**config.mk**
```make
export PLATFORM = sky130hd
export DESIGN_NAME = exec_stage
export DESIGN_NICKNAME = d
export VERILOG_FILES = /design/src/rtl/t16_core_pkg.sv /design/src/rtl/t16_shift_unit.sv /design/src/rtl/exec_stage.sv
export SDC_FILE = /design/constraint.sdc
export NUM_CORES = 1
export LEC_CHECK = 0
export ABC_AREA = 1
export CAP_MARGIN = 30
export CORE_MARGIN = 2
export CORE_UTILIZATION = 40
export DETAILED_ROUTE_END_ITERATION = 10
export PLACE_DENSITY_LB_ADDON = 0.3
export SLEW_MARGIN = 5
export SYNTH_ARGS = -nofsm -noshare
export SYNTH_HDL_FRONTEND = slang
export SYNTH_SLANG_ARGS = --single-unit
export TNS_END_PERCENT = 20
```
**constraint.sdc**
```tcl
create_clock -name clk -period 2.01 [get_ports clk]
set_clock_uncertainty 0.15 [all_clocks]
set_input_delay 0.402 -clock clk [delete_from_list [all_inputs] [get_ports clk]]
set_output_delay 0.402 -clock clk [all_outputs]
set_load 0.005 [all_outputs]
```
**src/rtl/t16_core_pkg.sv**
```systemverilog
// Shared types for the t16q core: ALU opcodes, flag layout, execute-stage states.
package t16_core_pkg;

    localparam int DATA_W  = 16;
    localparam int SHAMT_W = 4;

    typedef enum logic [2:0] {
        ALU_ADD = 3'd0,
        ALU_SUB = 3'd1,
        ALU_AND = 3'd2,
        ALU_OR  = 3'd3,
        ALU_XOR = 3'd4,
        ALU_MOV = 3'd5,
        ALU_CMP = 3'd6,
        ALU_SHR = 3'd7
    } ALUOp;

    typedef struct packed {
        logic z;
        logic c;
        logic n;
        logic v;
    } Flags;

    typedef enum logic {
        IDLE  = 1'b0,
        SHIFT = 1'b1
    } exec_state_e;

    // Shifts never overflow; carry is the last bit pushed out.
    function automatic Flags shiftFlags(input logic [DATA_W-1:0] res, input logic carry);
        Flags f;
        f.z = (res == '0);
        f.c = carry;
        f.n = res[DATA_W-1];
        f.v = 1'b0;
        return f;
    endfunction

endpackage

```
**src/rtl/t16_shift_unit.sv**
```systemverilog
// SHR decode and shifter for exec_stage. Iterative 1-bit/cycle by default;
// defining T16_BARREL_SHIFT_EN swaps in a single-cycle barrel shifter.
module t16_shift_unit
    import t16_core_pkg::*;
(
    input  logic               clk,
    input  logic               rst,
    input  logic               flush_i,
    input  logic               start_i,
    input  logic [DATA_W-1:0]  s1_i,
    input  logic               dirLeft_i,
    input  logic [SHAMT_W-1:0] amt_i,
    output logic               imm_o,
    output logic               done_o,
    output logic               busy_o,
    output logic [DATA_W-1:0]  res_o,
    output logic               carry_o
);

    logic [SHAMT_W-1:0] shamt;

    assign shamt = dirLeft_i ? ((~amt_i) + SHAMT_W'(1)) : amt_i;

`ifdef T16_BARREL_SHIFT_EN
    logic [DATA_W:0] leftExt;
    logic [DATA_W:0] rightExt;
    logic            unusedBarrel;

    // The extra bit beyond the data catches the last bit shifted out.
    assign leftExt  = {1'b0, s1_i} << shamt;
    assign rightExt = {s1_i, 1'b0} >> shamt;

    assign res_o   = dirLeft_i ? leftExt[DATA_W-1:0] : rightExt[DATA_W:1];
    assign carry_o = dirLeft_i ? leftExt[DATA_W] : rightExt[0];
    assign imm_o   = 1'b1;
    assign done_o  = 1'b0;
    assign busy_o  = 1'b0;

    assign unusedBarrel = &{1'b0, clk, rst, flush_i, start_i};
`else
    exec_state_e        state_q;
    logic [DATA_W-1:0]  acc_q;
    logic [SHAMT_W-1:0] cnt_q;
    logic               dirLeft_q;
    logic [DATA_W-1:0]  stepRes;
    logic               stepCarry;

    always_comb begin
        if (dirLeft_q) begin
            stepRes   = {acc_q[DATA_W-2:0], 1'b0};
            stepCarry = acc_q[DATA_W-1];
        end else begin
            stepRes   = {1'b0, acc_q[DATA_W-1:1]};
            stepCarry = acc_q[0];
        end
    end

    always_ff @(posedge clk) begin
        if (rst) begin
            state_q   <= IDLE;
            acc_q     <= '0;
            cnt_q     <= '0;
            dirLeft_q <= 1'b0;
        end else if (flush_i) begin
            state_q <= IDLE;
        end else begin
            case (state_q)
                IDLE: begin
                    if (start_i && (shamt != '0)) begin
                        acc_q     <= s1_i;
                        cnt_q     <= shamt;
                        dirLeft_q <= dirLeft_i;
                        state_q   <= SHIFT;
                    end
                end
                SHIFT: begin
                    acc_q <= stepRes;
                    cnt_q <= cnt_q - SHAMT_W'(1);
                    if (cnt_q == SHAMT_W'(1)) begin
                        state_q <= IDLE;
                    end
                end
                default: state_q <= IDLE;
            endcase
        end
    end

    // While shifting, res/carry describe the step taken on the coming edge;
    // when idle they describe the zero-distance case, which completes at once.
    assign busy_o  = (state_q == SHIFT);
    assign done_o  = busy_o && (cnt_q == SHAMT_W'(1));
    assign imm_o   = (shamt == '0);
    assign res_o   = busy_o ? stepRes : s1_i;
    assign carry_o = busy_o && stepCarry;
`endif

endmodule

```
**src/rtl/exec_stage.sv**
```systemverilog
// Execute stage of the t16q core: drives the external ALU, finishes SHR locally,
// and holds one result for writeback. T16_BARREL_SHIFT_EN selects a 1-cycle SHR.
module exec_stage
    import t16_core_pkg::*;
#(
    parameter int RD_W = 3
) (
    input  logic              clk,
    input  logic              rst,
    input  logic              flush,
    input  logic              in_valid,
    output logic              in_ready,
    input  logic [2:0]        in_op,
    input  logic [DATA_W-1:0] in_s1,
    input  logic [DATA_W-1:0] in_s2,
    input  logic [RD_W-1:0]   in_rd,
    input  logic              in_setf,
    output logic [2:0]        alu_op,
    output logic [DATA_W-1:0] alu_s1,
    output logic [DATA_W-1:0] alu_s2,
    input  logic [DATA_W-1:0] alu_d,
    input  logic [3:0]        alu_flags,
    output logic              out_valid,
    input  logic              out_ready,
    output logic [DATA_W-1:0] out_d,
    output logic [RD_W-1:0]   out_rd,
    output logic [3:0]        flags_q,
    output logic              busy
);

    logic              outValid_q, outValid_d;
    logic [DATA_W-1:0] outD_q, outD_d;
    logic [RD_W-1:0]   outRd_q, outRd_d;
    Flags              archFlags_q, archFlags_d;
    logic [RD_W-1:0]   pendRd_q, pendRd_d;
    logic              pendSetf_q, pendSetf_d;

    logic              accept;
    logic              isShr;
    logic              shImm;
    logic              shDone;
    logic              shBusy;
    logic [DATA_W-1:0] shRes;
    logic              shCarry;

    assign alu_op = in_op;
    assign alu_s1 = in_s1;
    assign alu_s2 = in_s2;

    assign isShr    = (in_op == ALU_SHR);
    assign in_ready = !rst && !flush && !shBusy && (!outValid_q || out_ready);
    assign accept   = in_valid && in_ready;

    t16_shift_unit u_shift (
        .clk       (clk),
        .rst       (rst),
        .flush_i   (flush),
        .start_i   (accept && isShr),
        .s1_i      (in_s1),
        .dirLeft_i (in_s2[DATA_W-1]),
        .amt_i     (in_s2[SHAMT_W-1:0]),
        .imm_o     (shImm),
        .done_o    (shDone),
        .busy_o    (shBusy),
        .res_o     (shRes),
        .carry_o   (shCarry)
    );

    // A multi-cycle SHR parks rd/setf until its last shift edge; the output
    // register is empty for the whole shift, so that write needs no handshake.
    always_comb begin
        outValid_d  = outValid_q;
        outD_d      = outD_q;
        outRd_d     = outRd_q;
        archFlags_d = archFlags_q;
        pendRd_d    = pendRd_q;
        pendSetf_d  = pendSetf_q;
        if (flush) begin
            outValid_d = 1'b0;
        end else begin
            if (outValid_q && out_ready) begin
                outValid_d = 1'b0;
            end
            if (accept && (!isShr || shImm)) begin
                outValid_d = 1'b1;
                outRd_d    = in_rd;
                if (isShr) begin
                    outD_d = shRes;
                    if (in_setf) begin
                        archFlags_d = shiftFlags(shRes, shCarry);
                    end
                end else begin
                    outD_d = alu_d;
                    if (in_setf) begin
                        archFlags_d = Flags'(alu_flags);
                    end
                end
            end else if (accept) begin
                pendRd_d   = in_rd;
                pendSetf_d = in_setf;
            end
            if (shDone) begin
                outValid_d = 1'b1;
                outD_d     = shRes;
                outRd_d    = pendRd_q;
                if (pendSetf_q) begin
                    archFlags_d = shiftFlags(shRes, shCarry);
                end
            end
        end
    end

    always_ff @(posedge clk) begin
        if (rst) begin
            outValid_q  <= 1'b0;
            outD_q      <= '0;
            outRd_q     <= '0;
            archFlags_q <= '0;
            pendRd_q    <= '0;
            pendSetf_q  <= 1'b0;
        end else begin
            outValid_q  <= outValid_d;
            outD_q      <= outD_d;
            outRd_q     <= outRd_d;
            archFlags_q <= archFlags_d;
            pendRd_q    <= pendRd_d;
            pendSetf_q  <= pendSetf_d;
        end
    end

    assign out_valid = outValid_q;
    assign out_d     = outD_q;
    assign out_rd    = outRd_q;
    assign flags_q   = archFlags_q;
    assign busy      = shBusy;

endmodule

```
======== Word-level counts from Yosys, hierarchy flattened ========
Cells that the tools add are included.
storage, ports and cells
  bits in registers ....................... 50
  latch bits .............................. 0
  bits in writable memories ............... 0
  memory bits (read-only) ................. 0
  input port bits ......................... 64
  output and inout port bits .............. 61
  word-level logic and storage cells ...... 74
  memories kept ........................... 0
cells by class
  add/sub/neg operators ................... 2
  multipliers ............................. 0
  divide/modulo/power cells ............... 0
  magnitude comparators ................... 0
  equality and inequality tests ........... 3
  shift operators ......................... 0
  multiplexer cells ....................... 25
  bitwise logic cells ..................... 4
  reductions and logical operators ........ 27
operators by type and width
  operator                                               count
  two-way mux 16 bit                                     6
  two-way mux 4 bit                                      8
  one-hot mux 16 bit (2 select lines)                    1
  zero test 16 bit                                       1
  logical AND 1 bit                                      10
  one-hot mux 4 bit (2 select lines)                     1
  two-way mux 1 bit                                      6
  two-way mux 3 bit                                      2
  AND reduction 3 bit                                    2
  zero test 1 bit                                        5
  adder 4 x 1 -> 4 bit, second input constant            1
  equality test 4 x 1 -> 1 bit, second input constant    1
  zero test 4 bit                                        1
  inverter 4 bit                                         1
  AND reduction 2 bit                                    2
  nonzero test 4 bit                                     1
  subtractor 4 x 1 -> 4 bit, second input constant       1
  equality test 3 bit, second input constant             1
  inverter 1 bit                                         3
  nonzero test 3 bit                                     1
  logical OR 1 bit                                       2
  inequality test 2 x 1 -> 1 bit, second input constant  1
  one-hot mux 1 bit (2 select lines)                     1
  nonzero test 2 bit                                     1
  OR reduction 2 bit                                     1

======== Logic depth before layout (Yosys ltp) ========
  depth after elaboration ................. 9
  mapped depth ............................ 14
  depth with buffers taken out ............ 14

======== Hierarchy ========
Synthesis repeated with hierarchy kept, for this count alone.
second synthesis, totals
  cell total of the unflattened synthesis .. 486
  area total of the unflattened synthesis .. 3433.3 µm²
by module, submodules not included
  module          times used  cells each  area an instance (µm²)  seq. area each (µm²)
  exec_stage      1           242         1869.3                  560.5
  t16_shift_unit  1           244         1564.0                  440.4

======== Least setup slack after synthesis ========
No wires, ideal clock.
  path type ............................... input to register
  start point ............................. input in_s2[0]
  end point ............................... register outD_q[10] (netlist: out_d[10])
  setup time .............................. 0.116 ns
  arrival ................................. 1.751 ns
  required time ........................... 1.744 ns
  slack ................................... -0.006 ns
  stages on the path ...................... 13
  path buffers ............................ 1
  cell sequence ........................... inv_1 ha_1 nand2_1 nand2_1 nor2_1 nand2_1 o21bai_2 nand2_4 a21oi_4 inv_4 buf_6 nor2_2 nor2_1
on the way
  word-level cells in the longest chain between the ends .. 8
RTL lines
  what                               line                  source
  start: declaration                 exec_stage.sv:15      input logic [DATA_W-1:0] in_s2,
  inverter 4 bit                     t16_shift_unit.sv:22  assign shamt = dirLeft_i ? ((~amt_i) + SHAMT_W'(1)) : amt_i;
  adder 4 x 1 -> 4 bit               t16_shift_unit.sv:22
  two-way mux 4 bit (*)              t16_shift_unit.sv:22
  zero test 4 bit (*)                t16_shift_unit.sv:92  assign imm_o = (shamt == '0);
  logical OR 1 bit (*)               exec_stage.sv:84      if (accept && (!isShr || shImm)) begin
  logical AND 1 bit (*)              exec_stage.sv:84
  nonzero test 2 bit (no line) (*)   n/a
  AND reduction 2 bit (no line) (*)  n/a
  end signal: assignment             exec_stage.sv:123     outD_q <= outD_d;
  end: declaration                   exec_stage.sv:32      logic [DATA_W-1:0] outD_q, outD_d;
Every way passes the cells marked *; elsewhere a longest branch is shown, timed or not.
A chain may end at the register's enable or synchronous reset.

======== Final worst setup path ========
  start point ............................. input in_s1[15]
  end point ............................... output alu_s1[15]
RTL lines
  what                line              source
  start: declaration  exec_stage.sv:14  input logic [DATA_W-1:0] in_s1,
  end: declaration    exec_stage.sv:19  output logic [DATA_W-1:0] alu_s1,
No word-level cell between the ends.

==> results by stage <==
Yosys:
- The adder-cell area share of the yosys netlist is 1.20%.
- The multiplexer area fraction after synthesis is about 4.7%.
- The per-instance average area after synthesis is about 7 sq um.
- The number of warning messages in the yosys log is 0.
- Sequential elements use about a third of the synthesized area.
- In the synthesized netlist the dominant register cell turns out to be dfxtp_1.
- The cell area after technology mapping is roughly 0.0031 sq mm.
- Of the total synthesized cell area, the portion taken by XOR and XNOR cells is less than 1%.
- The count of different cell masters after synthesis is 32.
- The net count after synthesis is ~520.
- In the synthesized netlist, the number of instances is approximately 460.
- In the synthesized netlist the async set-or-reset flop fraction comes to 0%.
- The main combinational cell family by area after synthesis is simple AND/OR/NAND/NOR gates.
- Summing the areas of all compound-gate instances in the mapped netlist gives around 14% of the synthesized area.
- Synthesis inferred 50 register bits.
- Summing the areas of all and, or, nand and nor instances in the mapped netlist gives a little under a third of the synthesized area.
- The count of flip-flops with a built-in enable after synthesis is 0.

Timing:
- Summed over all failing endpoints, the final setup total negative slack is 0 ns.
- Setup repair after global routing could not meet its margin everywhere.
- The peak clock frequency supported by timing is a little over 500 MHz.
- Of the available clock period, the critical path in the final layout requires 98.3%.
- The total count of max-transition violations in the final report came to 0.
- The number of hold violations in the final report is 0.
- On the final layout, the worst hold slack is roughly 0.30 ns.
- The normalized max-slew margin is 70.7%.
- At the pin with the least slew margin, the transition time is ~0.44 ns.
- The worst path in the final design needs a cycle of ~2 ns, including I/O delays and setup.
- Setup violations remaining at the end of the flow were counted as 0.

Place:
- The wire-length estimate of the detail-placed layout is around 6.5 mm.
- After detailed placement, the design holds a cell count of 647.
- The number of input and output port buffers inserted is approximately 100.
- The placer's final routability congestion estimate is 0.849.

Critical path:
- The count of buffer and inverter cells on the critical path is 2.
- Tracing the worst setup path back leads to its startpoint at in_s1[15].
- The worst setup slack for register-to-register paths is approximately 0.18 ns.
- In this run the critical register-to-register path is launched from u_shift.busy_o$_SDFF_PP0_.
- On the worst path, the slowest cell contributes a delay of ~0.52 ns.
- The critical path ends at alu_s1[15].
- The cell that appears most often on the critical path is clkdlybuf4s50_1.
- The critical path endpoint category is a primary output.
- The critical path startpoint category is an input port.
- At the worst endpoint, the required time is around 1.5 ns.
- The maximum fanout along the worst path is 2.
- The largest individual stage delay along the critical path comes from the cell clkdlybuf4s50_1.
- The critical path is of the in -> out type.
- The kind of cell adding the most delay to the critical path is buffers and inverters.
- The critical path goes through clkdlybuf4s50_1, clkdlybuf4s50_1.
- The worst register-to-register path has a depth of 12.
- The data arrival time at the worst-slack endpoint is 1.42 ns.
- In this run the number of cells on the critical path is 2.
- The capture instance of the worst register-to-register path is flags_q[3]$_SDFFE_PP0N_.

GRT:
- The number of global-route vias before repair came to roughly 3000.
- The aggregate global-route resource usage is between 20 and 25%.
- The initial antenna violation count came to 0.
- The first global-routing pass estimated 14.3 mm of wire.
- The maximum number of pins on one net before global-route repair is 47.
- The global route total overflow is 0.

Layout:
- Compared with the post-synthesis result, the final layout area differs by 46.2%.
- The count of inserted antenna diode cells is 0.
- The filler cells instantiated in the layout total around 690.
- Summing all flip-flop and latch instances after layout gives 0.00100 sq mm.
- The final standard cell utilization of the core is about 60%.
- The post-route netlist has 21.2% of its cells at a drive strength greater than 1.
- In the final layout, the multi-input gates occupy 0.00168 sq mm.
- The number of nets in the final layout is about 630.
- The number of standard cells in the layout, taps in and fillers out is around 660.

Worst hold path:
- The class of the tightest hold or removal check is in -> reg.

Die:
- Once the floorplan was initialized, standard cells occupied between 40% and 50% of the core.
- The floorplan has 32 rows.
- Pin placement for this block handled 125 I/O pins.
- The area inside the core boundary is 0.00765 sq mm.
- The die is about 90 um tall.
- The die area is approximately 0.0085 sq mm.
- The horizontal die dimension is between 90 and 100 um.

Run status:
- The run finished with clean final reports.

Clocking:
- TritonCTS built the clock tree.
- The number of buffers added to fix hold violations after cts is 0.
- The clock transition at the register clock pins on the worst setup and hold paths after CTS is roughly 0.10 ns.
- The number of sinks on the clock net is 50.
- The number of H-tree levels is 2.
- The number of clock buffers inserted by TritonCTS is 5.
- For the worst-skew pair, the clock arrives at the later sink with an insertion delay of between 0.3 and 0.4 ns.
- The worst-case clock buffer depth is 2.
- The clock root buffer is clkbuf_8.

Detailed routing:
- The detailed router finished its first iteration with 151 violations.
- The detailed-route via count is about 3300.
- The first detailed-routing pass ran for 4 iterations.
- The total wire length after detailed routing is around 9 mm.
- The count of nets left with antenna violations once routing finished came out at 0.
- After detailed routing, the number of remaining DRC violations is 0.
- In the final routed layout, each cell accounts on average for 13.7 um.
- The post-detailed-route via-to-cell ratio is just under 5.

Power and ir drop:
- In this run the power density over the cells is approximately 490 mW/mm^2.
- Power comes to roughly 2.2 mW.
- The cell leakage power is just under 2 nW.
- The worst supply voltage drop on vdd is roughly 460 uV.

Flow run:
- Across the run, the number of max-cap violations was 0.
stage by stage:
| step | worst slack [ns] | instance area [sq um] |
|---|---|---|
| 6_report | 0.0345 | 4550 |
| 4_1_cts | 0.00366 | 4360 |
| 5_1_grt | -0.0939 | 4550 |
| 2_1_floorplan | 0.0112 | 3130 |
| 3_3_place_gp | -0.561 | 4230 |
| 3_5_place_dp | -0.587 | 4230 |
flip-flops by register name (all words and copies together), names as in the netlist:
register and cells:
out_d 16, u_shift.acc_q 16, flags_q 4, u_shift.cnt_q 4, out_rd 3, pendRd_q 3
out_valid 1, pendSetf_q 1, u_shift.busy_o 1, u_shift.dirLeft_q 1
how the worst min path moves through the flow:
stage	endpoint	start	cells after the start
after CTS	pendRd_q[2]$_SDFFE_PP0P_	pendRd_q[2]$_SDFFE_PP0P_	2
after global routing	flags_q[3]$_SDFFE_PP0N_	rst	3
after global placement	pendRd_q[2]$_SDFFE_PP0P_	pendRd_q[2]$_SDFFE_PP0P_	2
after detailed placement	pendRd_q[2]$_SDFFE_PP0P_	pendRd_q[2]$_SDFFE_PP0P_	2
after floorplan	pendRd_q[2]$_SDFFE_PP0P_	pendRd_q[2]$_SDFFE_PP0P_	2
final	flags_q[3]$_SDFFE_PP0N_	rst	3
report_power, final:
group	leakage, nW	internal [mW]	total (mW)	switching, mW
logic	1.51	0.276	0.477	0.201
clock network	0.0514	0.372	0.716	0.344
registers	0.405	1.01	1.02	0.0135
final cells by class:
class | instances | area share (%)
well taps | 102 | 2.80
multi-input cells | 317 | 36.9
clock inverters | 2 | 0.824
inverters | 32 | 2.97
repair buffers | 153 | 32.7
flip-flops and latches | 50 | 22.1
repair inverters | 1 | 0.137
clock buffers | 6 | 1.59
kinds of logic after synthesis:
kind of cell               count (synthesis)
and+or+nand+nor                          219
buffers and inverters                     89
adders and majority gates                  3
muxes                                     13
DFF                                       50
AOI/OAI and AO/OA                         81
xor gates and xnor gates                   1
cell usage after synthesis (2+ instances only):
library cell,instances,share of area (%)
nand3_1,52,8.4
nand2_1,70,8.4
ha_1,3,1.2
o21ai_0,47,7.6
inv_1,28,3.4
buf_2,5,0.80
a21oi_1,19,3.1
inv_2,3,0.36
nor2_2,11,2.2
a21oi_2,2,0.56
o21ai_1,7,1.1
dfxtp_1,50,32
mux2_2,13,4.7
buf_6,4,1.4
clkbuf_1,9,1.1
nand2_2,4,0.80
nor2_1,76,9.2
buf_4,39,9.4
metal layers:
metal	GRT usage (%)	vias to the layer above	share of wire, %
met1	27.3	1483	44
met2	34.5	121	48
met3	3.78	13	6.2
met4	4.48	0	1.1
met5	0	-	0
li1	-	1659	-
timing repair:
item                                    4_1_cts  5_1_grt
setup buffers                                 1        3
gates resized for setup                      14       49
endpoints found under the setup margin       50       45
cloned                                        1        3
pin swaps                                     5       13
layout by cell type (no fill, tap or decap), types with 5 or more instances in the layout:
cell / n
clkdlybuf4s50_1: 93
nor2_1: 75
nand2_1: 63
nand3_1: 50
dfxtp_1: 49
buf_4: 40
o21ai_0: 34
inv_1: 24
a21oi_1: 19
o21ai_1: 18
mux2_2: 13
nor2_2: 11
nand2_2: 10
inv_2: 5
clkbuf_8: 5
buf_6: 5
dlygate4sd2_1: 5
Note: power is estimated with default switching activity, not from simulation.
